File: src/rtl/imem_arbiter.sv
// imem_arbiter: shares one single-port instruction memory between the
// instruction-fetch port and a loader/debug port. Loader has priority, with a
// starvation counter that forces a fetch grant after STARVE_MAX loader wins.
// Grants and memory controls are combinational; responses come out exactly
// one cycle after the grant, aligned with the memory's registered read data.
module imem_arbiter #(
  parameter int unsigned DEPTH      = 128,
  parameter int unsigned ADDR_W     = 7,
  parameter int unsigned STARVE_MAX = 4
) (
  input  logic              clk,
  input  logic              rst_n,
  // fetch port
  input  logic              f_req,
  input  logic [31:0]       f_addr,
  output logic              f_gnt,
  output logic              f_valid,
  output logic [31:0]       f_inst,
  output logic              f_err,
  // loader / debug port
  input  logic              l_req,
  input  logic              l_we,
  input  logic [31:0]       l_addr,
  input  logic [31:0]       l_wdata,
  output logic              l_gnt,
  output logic              l_valid,
  output logic [31:0]       l_rdata,
  output logic              l_err,
  // memory port
  output logic              m_en,
  output logic              m_we,
  output logic [ADDR_W-1:0] m_addr,
  output logic [31:0]       m_wdata,
  input  logic [31:0]       m_rdata
);

  localparam int unsigned CNT_W = (STARVE_MAX < 1) ? 1 : $clog2(STARVE_MAX + 1);
  localparam logic [CNT_W-1:0] STARVE_LIM = CNT_W'(STARVE_MAX);
  localparam logic [31:0]      DEPTH_W    = 32'(DEPTH);

  localparam logic [1:0] RSP_IDLE  = 2'd0;
  localparam logic [1:0] RSP_FETCH = 2'd1;
  localparam logic [1:0] RSP_LOAD  = 2'd2;

  logic [CNT_W-1:0] starve_cnt_q, starve_cnt_d;
  logic [1:0]       rsp_q, rsp_d;
  logic             err_q, err_d;
  logic             wr_q, wr_d;

  logic             f_win;
  logic             f_ok;
  logic             l_ok;

  // Address range checks against the memory depth.
  always_comb begin
    f_ok = (f_addr < DEPTH_W);
    l_ok = (l_addr < DEPTH_W);
  end

  // Arbitration: loader first unless fetch has been starved long enough.
  always_comb begin
    f_win = f_req && (!l_req || (starve_cnt_q == STARVE_LIM));
    f_gnt = rst_n && f_win;
    l_gnt = rst_n && l_req && !f_win;
  end

  // Memory control for the granted requester; out-of-range grants never reach memory.
  always_comb begin
    m_en    = 1'b0;
    m_we    = 1'b0;
    m_addr  = '0;
    m_wdata = '0;
    if (l_gnt) begin
      m_en    = l_ok;
      m_we    = l_ok && l_we;
      m_addr  = ADDR_W'(l_addr);
      m_wdata = l_wdata;
    end else if (f_gnt) begin
      m_en    = f_ok;
      m_addr  = ADDR_W'(f_addr);
      m_wdata = l_wdata;
    end
  end

  // Arbitration and response state register.
  always_ff @(posedge clk) begin
    if (!rst_n) begin
      rsp_q        <= RSP_IDLE;
      err_q        <= 1'b0;
      wr_q         <= 1'b0;
      starve_cnt_q <= '0;
    end else begin
      rsp_q        <= rsp_d;
      err_q        <= err_d;
      wr_q         <= wr_d;
      starve_cnt_q <= starve_cnt_d;
    end
  end

  // Next response owner follows this cycle's grant; starvation counter update.
  always_comb begin
    rsp_d        = RSP_IDLE;
    err_d        = 1'b0;
    wr_d         = 1'b0;
    starve_cnt_d = starve_cnt_q;
    if (l_gnt) begin
      rsp_d = RSP_LOAD;
      err_d = !l_ok;
      wr_d  = l_we;
    end else if (f_gnt) begin
      rsp_d = RSP_FETCH;
      err_d = !f_ok;
    end
    if (f_gnt || !f_req) begin
      starve_cnt_d = '0;
    end else if (l_gnt && (starve_cnt_q != STARVE_LIM)) begin
      starve_cnt_d = starve_cnt_q + CNT_W'(1);
    end
  end

  // Response outputs; reset blanks any in-flight response immediately.
  always_comb begin
    f_valid = rst_n && (rsp_q == RSP_FETCH);
    l_valid = rst_n && (rsp_q == RSP_LOAD);
    f_err   = f_valid && err_q;
    l_err   = l_valid && err_q;
    f_inst  = (f_valid && !err_q) ? m_rdata : 32'd0;
    l_rdata = (l_valid && !err_q && !wr_q) ? m_rdata : 32'd0;
  end

endmodule

File: config.mk
export PLATFORM = sky130hd
export DESIGN_NAME = imem_arbiter
export DESIGN_NICKNAME = d
export VERILOG_FILES = /design/src/rtl/imem_arbiter.sv
export SDC_FILE = /design/constraint.sdc
export NUM_CORES = 1
export LEC_CHECK = 0
export ABC_AREA = 1
export CAP_MARGIN = 10
export CORE_AREA = 2 2 96 98
export CTS_CLUSTER_SIZE = 14
export DETAILED_ROUTE_END_ITERATION = 12
export DIE_AREA = 0 0 98 100
export PLACE_DENSITY_LB_ADDON = 0.3
export REMOVE_ABC_BUFFERS = 1
export SLEW_MARGIN = 30
export SYNTH_ARGS = -nofsm -noshare
export SYNTH_HDL_FRONTEND = slang
export SYNTH_SLANG_ARGS = --single-unit
File: constraint.sdc
create_clock -name clk -period 2.8 [get_ports clk]
set_input_delay 0.56 -clock clk [delete_from_list [all_inputs] [get_ports clk]]
set_output_delay 0.56 -clock clk [all_outputs]
set_load 0.01 [all_outputs]
=== Yosys cells after proc, flatten, opt, wreduce, memory -nomap -nowiden ===
Cells that the tools add are included.

* Register bits after elaboration: 7
* Output and inout bits: 111
* Word-level logic and storage cells: 51

* $add $sub $neg: 1
* Magnitude comparators: 2
* Equal/unequal tests: 4
* Muxes and demuxes: 13
* Bitwise logic cells: 1
* Reduce and logical (&&, ||, !) cells: 25

{| class="wikitable"
|+ Operator list
! kind !! number
|-
| 2-to-1 mux 32 bit || 4
|-
| < comparator 32 x 8 -> 1 bit (second input constant) || 2
|-
| 2-to-1 mux 7 bit || 2
|-
| logical AND 1 bit || 13
|-
| logical NOT 1 bit || 7
|-
| 2-to-1 mux 1 bit || 6
|-
| OR reduction 2 bit || 2
|-
| adder 3 x 1 -> 3 bit (second input constant) || 1
|-
| equality test 3 bit (second input constant) || 1
|-
| inequality test 3 bit (second input constant) || 1
|-
| equality test 2 x 1 -> 1 bit (second input constant) || 1
|-
| equality test 2 bit (second input constant) || 1
|-
| logical OR 1 bit || 2
|-
| 2-to-1 mux 2 bit || 1
|-
| AND reduction 2 bit || 1
|-
| NOT 1 bit || 1
|}

=== Logic depth before layout (Yosys ltp) ===
* Depth after elaboration: 6
* Gate-level depth with buffers: 8
* Depth with buffers taken out: 7

=== Worst setup path after synthesis ===
No wires, ideal clock.

* Path kind: input to output
* Start: in rst_n
* End: out l_rdata[10]
* Data arrival time: 1.203 ns
* Slack: 1.037 ns
* Cell stages on the path: 5
* Path through: inv_2 -> nor3_4 -> nand2_2 -> buf_6 -> nor2_1

* Longest elaborated chain between the ends: 4

{| class="wikitable"
|+ Ends and longest elaborated chain
! what !! line !! text
|-
| from (decl) || 12 || <nowiki>input logic rst_n,</nowiki>
|-
| logical AND 1 bit || 124 || <nowiki>l_valid = rst_n && (rsp_q == RSP_LOAD);</nowiki>
|-
| net l_valid || 26 || <nowiki>output logic l_valid,</nowiki>
|-
| logical AND 1 bit (2 in series) || 128 || <nowiki>l_rdata = (l_valid && !err_q && !wr_q) ? m_rdata : 32'd0;</nowiki>
|-
| 2-to-1 mux 32 bit || 128 ||
|-
| to (decl) || 27 || <nowiki>output logic [31:0] l_rdata,</nowiki>
|}

The timed path passes the listed nets, and every way through them passes these cells.

=== Worst setup path in the final report ===
* Start: in f_req
* End: out m_wdata[21]

* Longest elaborated chain between the ends: 4
* Elaborated cells on any way between the ends: 6
* Classes of those cells: 2 x mux; 4 x reduce/logical

{| class="wikitable"
|+ Ends and longest elaborated chain
! what !! line !! text
|-
| from (decl) || 14 || <nowiki>input logic f_req,</nowiki>
|-
| logical AND 1 bit (*) || 62 || <nowiki>f_win = f_req && (!l_req || (starve_cnt_q == STARVE_LIM));</nowiki>
|-
| logical AND 1 bit or logical NOT 1 bit (tied branches) || 63, 64 ||
|-
| 2-to-1 mux 32 bit or logical AND 1 bit (tied branches) || 78, 64 ||
|-
| 2-to-1 mux 32 bit (*) || 73 || <nowiki>if (l_gnt) begin</nowiki>
|-
| to (decl) || 33 || <nowiki>output logic [31:0] m_wdata,</nowiki>
|}

Mark *: on every way between the ends. The rest lies on a longest branch, timed or not.

==> impl_metrics.env <==
export IMPL_slew_headroom_pct=80.6
export IMPL_yosysTopAreaCellShare_pct=37.5
export IMPL_synth_edf_count=0
export IMPL_grt_pass1_wl_mm=10.9
export IMPL_worst_slew_pin_slew_ns=0.289
export IMPL_setup_worst_path_end_class="output port"
export IMPL_peakVddDrop_mv=0.105
export IMPL_async_flop_share_pct=0
export IMPL_drtIter0Drc=74
export IMPL_synth_top_cell_by_area="nor2_1"
export IMPL_synth_ff_type="dfxtp_1"
export IMPL_initial_core_util_pct=14.8
export IMPL_dp_hpwl_mm=6.16
export IMPL_fin_nets=655
export IMPL_io_pins=244
export IMPL_use_met3_pct=4.67
export IMPL_cts_buffer_depth=2
export IMPL_coreArea_um2=8890
export IMPL_cts_buffers=3
export IMPL_antenna_found_initial=0
export IMPL_status="finished clean"
export IMPL_n_fill_cell=900
export IMPL_first_global_vias=2298
export IMPL_wl_per_cell_um=11.2
export IMPL_leakage_nw=1.92
export IMPL_clkLatencyLatePin_ns=0.23
export IMPL_rows=35
export IMPL_cts_htree_levels=1
export IMPL_cts_sinks=7
export IMPL_cts_setup_buffers=0
export IMPL_drt_first_pass_iters=4
export IMPL_maxCapViolCount=0
export IMPL_antenna_cells=0
export IMPL_use_met1_pct=13.4
export IMPL_min_path_type="reg2reg"
export IMPL_yosys_top_cells_area="nor2_1 (38%), inv_1 (21%), dfxtp_1 (11%)"
export IMPL_yosysSeqAreaShare_pct=10.7
export IMPL_yosysUniqueCellTypes=18
export IMPL_netlist_area_um2=1310
export IMPL_critPathKind="in2out"
export IMPL_startpoint_type="input port"
export IMPL_p_total_uw=675
export IMPL_clk_pin_slew_worst_paths_ns=0.04
export IMPL_root_buffer="clkbuf_8"
export IMPL_finalHoldViolCount=0
export IMPL_required_ns=2.24
export IMPL_finalCritPeriodShare_pct=97.2
export IMPL_power_density_nw_per_um2=170
export IMPL_cp_max_fo=32
export IMPL_area_growth_synth_to_final_pct=202
export IMPL_tritoncts="done"
export IMPL_top_usage_layer="met2"
export IMPL_overflow=0
export IMPL_setup_viol_count_final=0
export IMPL_min_period_ns=2.72
export IMPL_holdBufCountCts=0
export IMPL_floorplan_die_width_um=98
export IMPL_die_area_um2=9800
export IMPL_vias_per_cell=3.78
export IMPL_wirelength_mm=7.03
export IMPL_cp_arrival_ns=2.16
export IMPL_die_height_um=100
export IMPL_ant_nets=0
export IMPL_slew_violations=0
export IMPL_synthTopCellsByCount="nor2_1 (131), inv_1 (75), nand2_1 (18)"
export IMPL_via_count=2382
export IMPL_grt_usage_pct=13.2
export IMPL_grt_max_degree=33
export IMPL_finClkSkew_ns=0.00261
export IMPL_synth_seq_cells=7
export IMPL_grt_setup_unrepaired="false"
export IMPL_synth_most_common_cell="nor2_1"
export IMPL_tns_ns=0
export IMPL_utilization_pct=44.6
export IMPL_routabilityCongestion=0.750
export IMPL_avgSynthCellArea_um2=4.82
export IMPL_met2_usage_pct=26.2
export IMPL_ys_warn_count=0
export IMPL_drive_above_1_share_pct=4.62
export IMPL_synthCells=272
export IMPL_portBuffers=243
export IMPL_drc=0
export IMPL_fmax_mhz=367
-- final timing paths --
| path | startpoint | cells after the start | slack (ns) | to |
|---|---|---|---|---|
| setup reg to reg | starve_cnt_q[0]$_SDFFE_PP0P_ | 7 | 1.53 | err_q$_SDFF_PN0_ |
| setup / recovery | f_req | 7 | 0.08 | m_wdata[21] |
| hold / removal | starve_cnt_q[0]$_SDFFE_PP0P_ | 1 | 0.45 | starve_cnt_q[0]$_SDFFE_PP0P_ |
| hold reg to reg | starve_cnt_q[0]$_SDFFE_PP0P_ | 1 | 0.45 | starve_cnt_q[0]$_SDFFE_PP0P_ |
-- repair_timing --
| item | in CTS | in global routing |
|---|---|---|
| gates resized for setup | 2 | 8 |
| cloned | 1 | 0 |
| endpoints found under the setup margin | 35 | 8 |
-- worst max-delay path: stages --
cell and delay (ns):
clkdlybuf4s50_1 0.50, nand2_2 0.11, inv_1 0.11, nor2_2 0.05
buf_12 0.15, nor2_1 0.11, clkdlybuf4s50_1 0.56
-- area by class of cell --
class	count	area (um^2)	share of cell area [%]
clock buffer	4	45.0	1.14
inverter	78	295	7.45
multi-input combinational	178	788	19.9
sequential	7	140	3.54
tap	111	139	3.51
timing repair buffer	252	2550	64.5
-- registers in the layout, indices dropped and copies added (netlist names) --
signal / flops
wr_q: 1
starve_cnt_q: 3
rsp_q: 2
err_q: 1
-- routing by layer --
metal / routed length (um) / vias to the layer above
met1: 2430 / 991
li1: - / 1255
met5: 0 / -
met3: 840 / 5
met4: 53 / 0
met2: 3710 / 131
-- power by group --
part           internal [mW]  total (mW)  switching, mW
combinational          0.281       0.424          0.143
clock                 0.0987       0.145         0.0463
sequential             0.104       0.106        0.00200
total                  0.484       0.675          0.191
-- through the flow --
step / setup slack [ns] / hold slack, ns / cell area (um^2) / std cells
after detailed placement: -0.0388 / 0.447 / 3890 / 625
after floorplan: 0.671 / 0.417 / 1210 / 262
after CTS: 0.0618 / 0.456 / 3940 / 630
final: 0.0783 / 0.451 / 3960 / 630
after global placement: -0.0202 / 0.431 / 3890 / 625
after global routing: 0.00243 / 0.476 / 3960 / 630
-- kinds of logic after synthesis --
kind of cell             synth area share [%]
XOR/XNOR                                0.668
flip-flops                               10.7
AND/OR/NAND/NOR                          50.4
adder cells (fa/ha/maj)                  1.91
AO/OA/AOI/OAI                            6.30
buffers and inverters                    30.1
-- cells in the final DEF (no fill, tap or decap) --
master           count
a21oi_1              1
a21oi_2              1
a21oi_4              1
a22o_1               7
buf_12               3
buf_4                6
clkbuf_1             1
clkbuf_8             3
clkdlybuf4s50_1    235
dfxtp_1              7
dlygate4sd2_1        1
dlymetal6s2s_1       7
ha_1                 2
inv_1               75
inv_2                2
inv_4                1
nand2_1             17
nand2_2              4
nand3_1              7
nand4_1              2
nor2_1             131
nor2_2               2
nor3_4               1
nor4_1               1
xnor2_1              1
(Power assumes the default switching activity.)
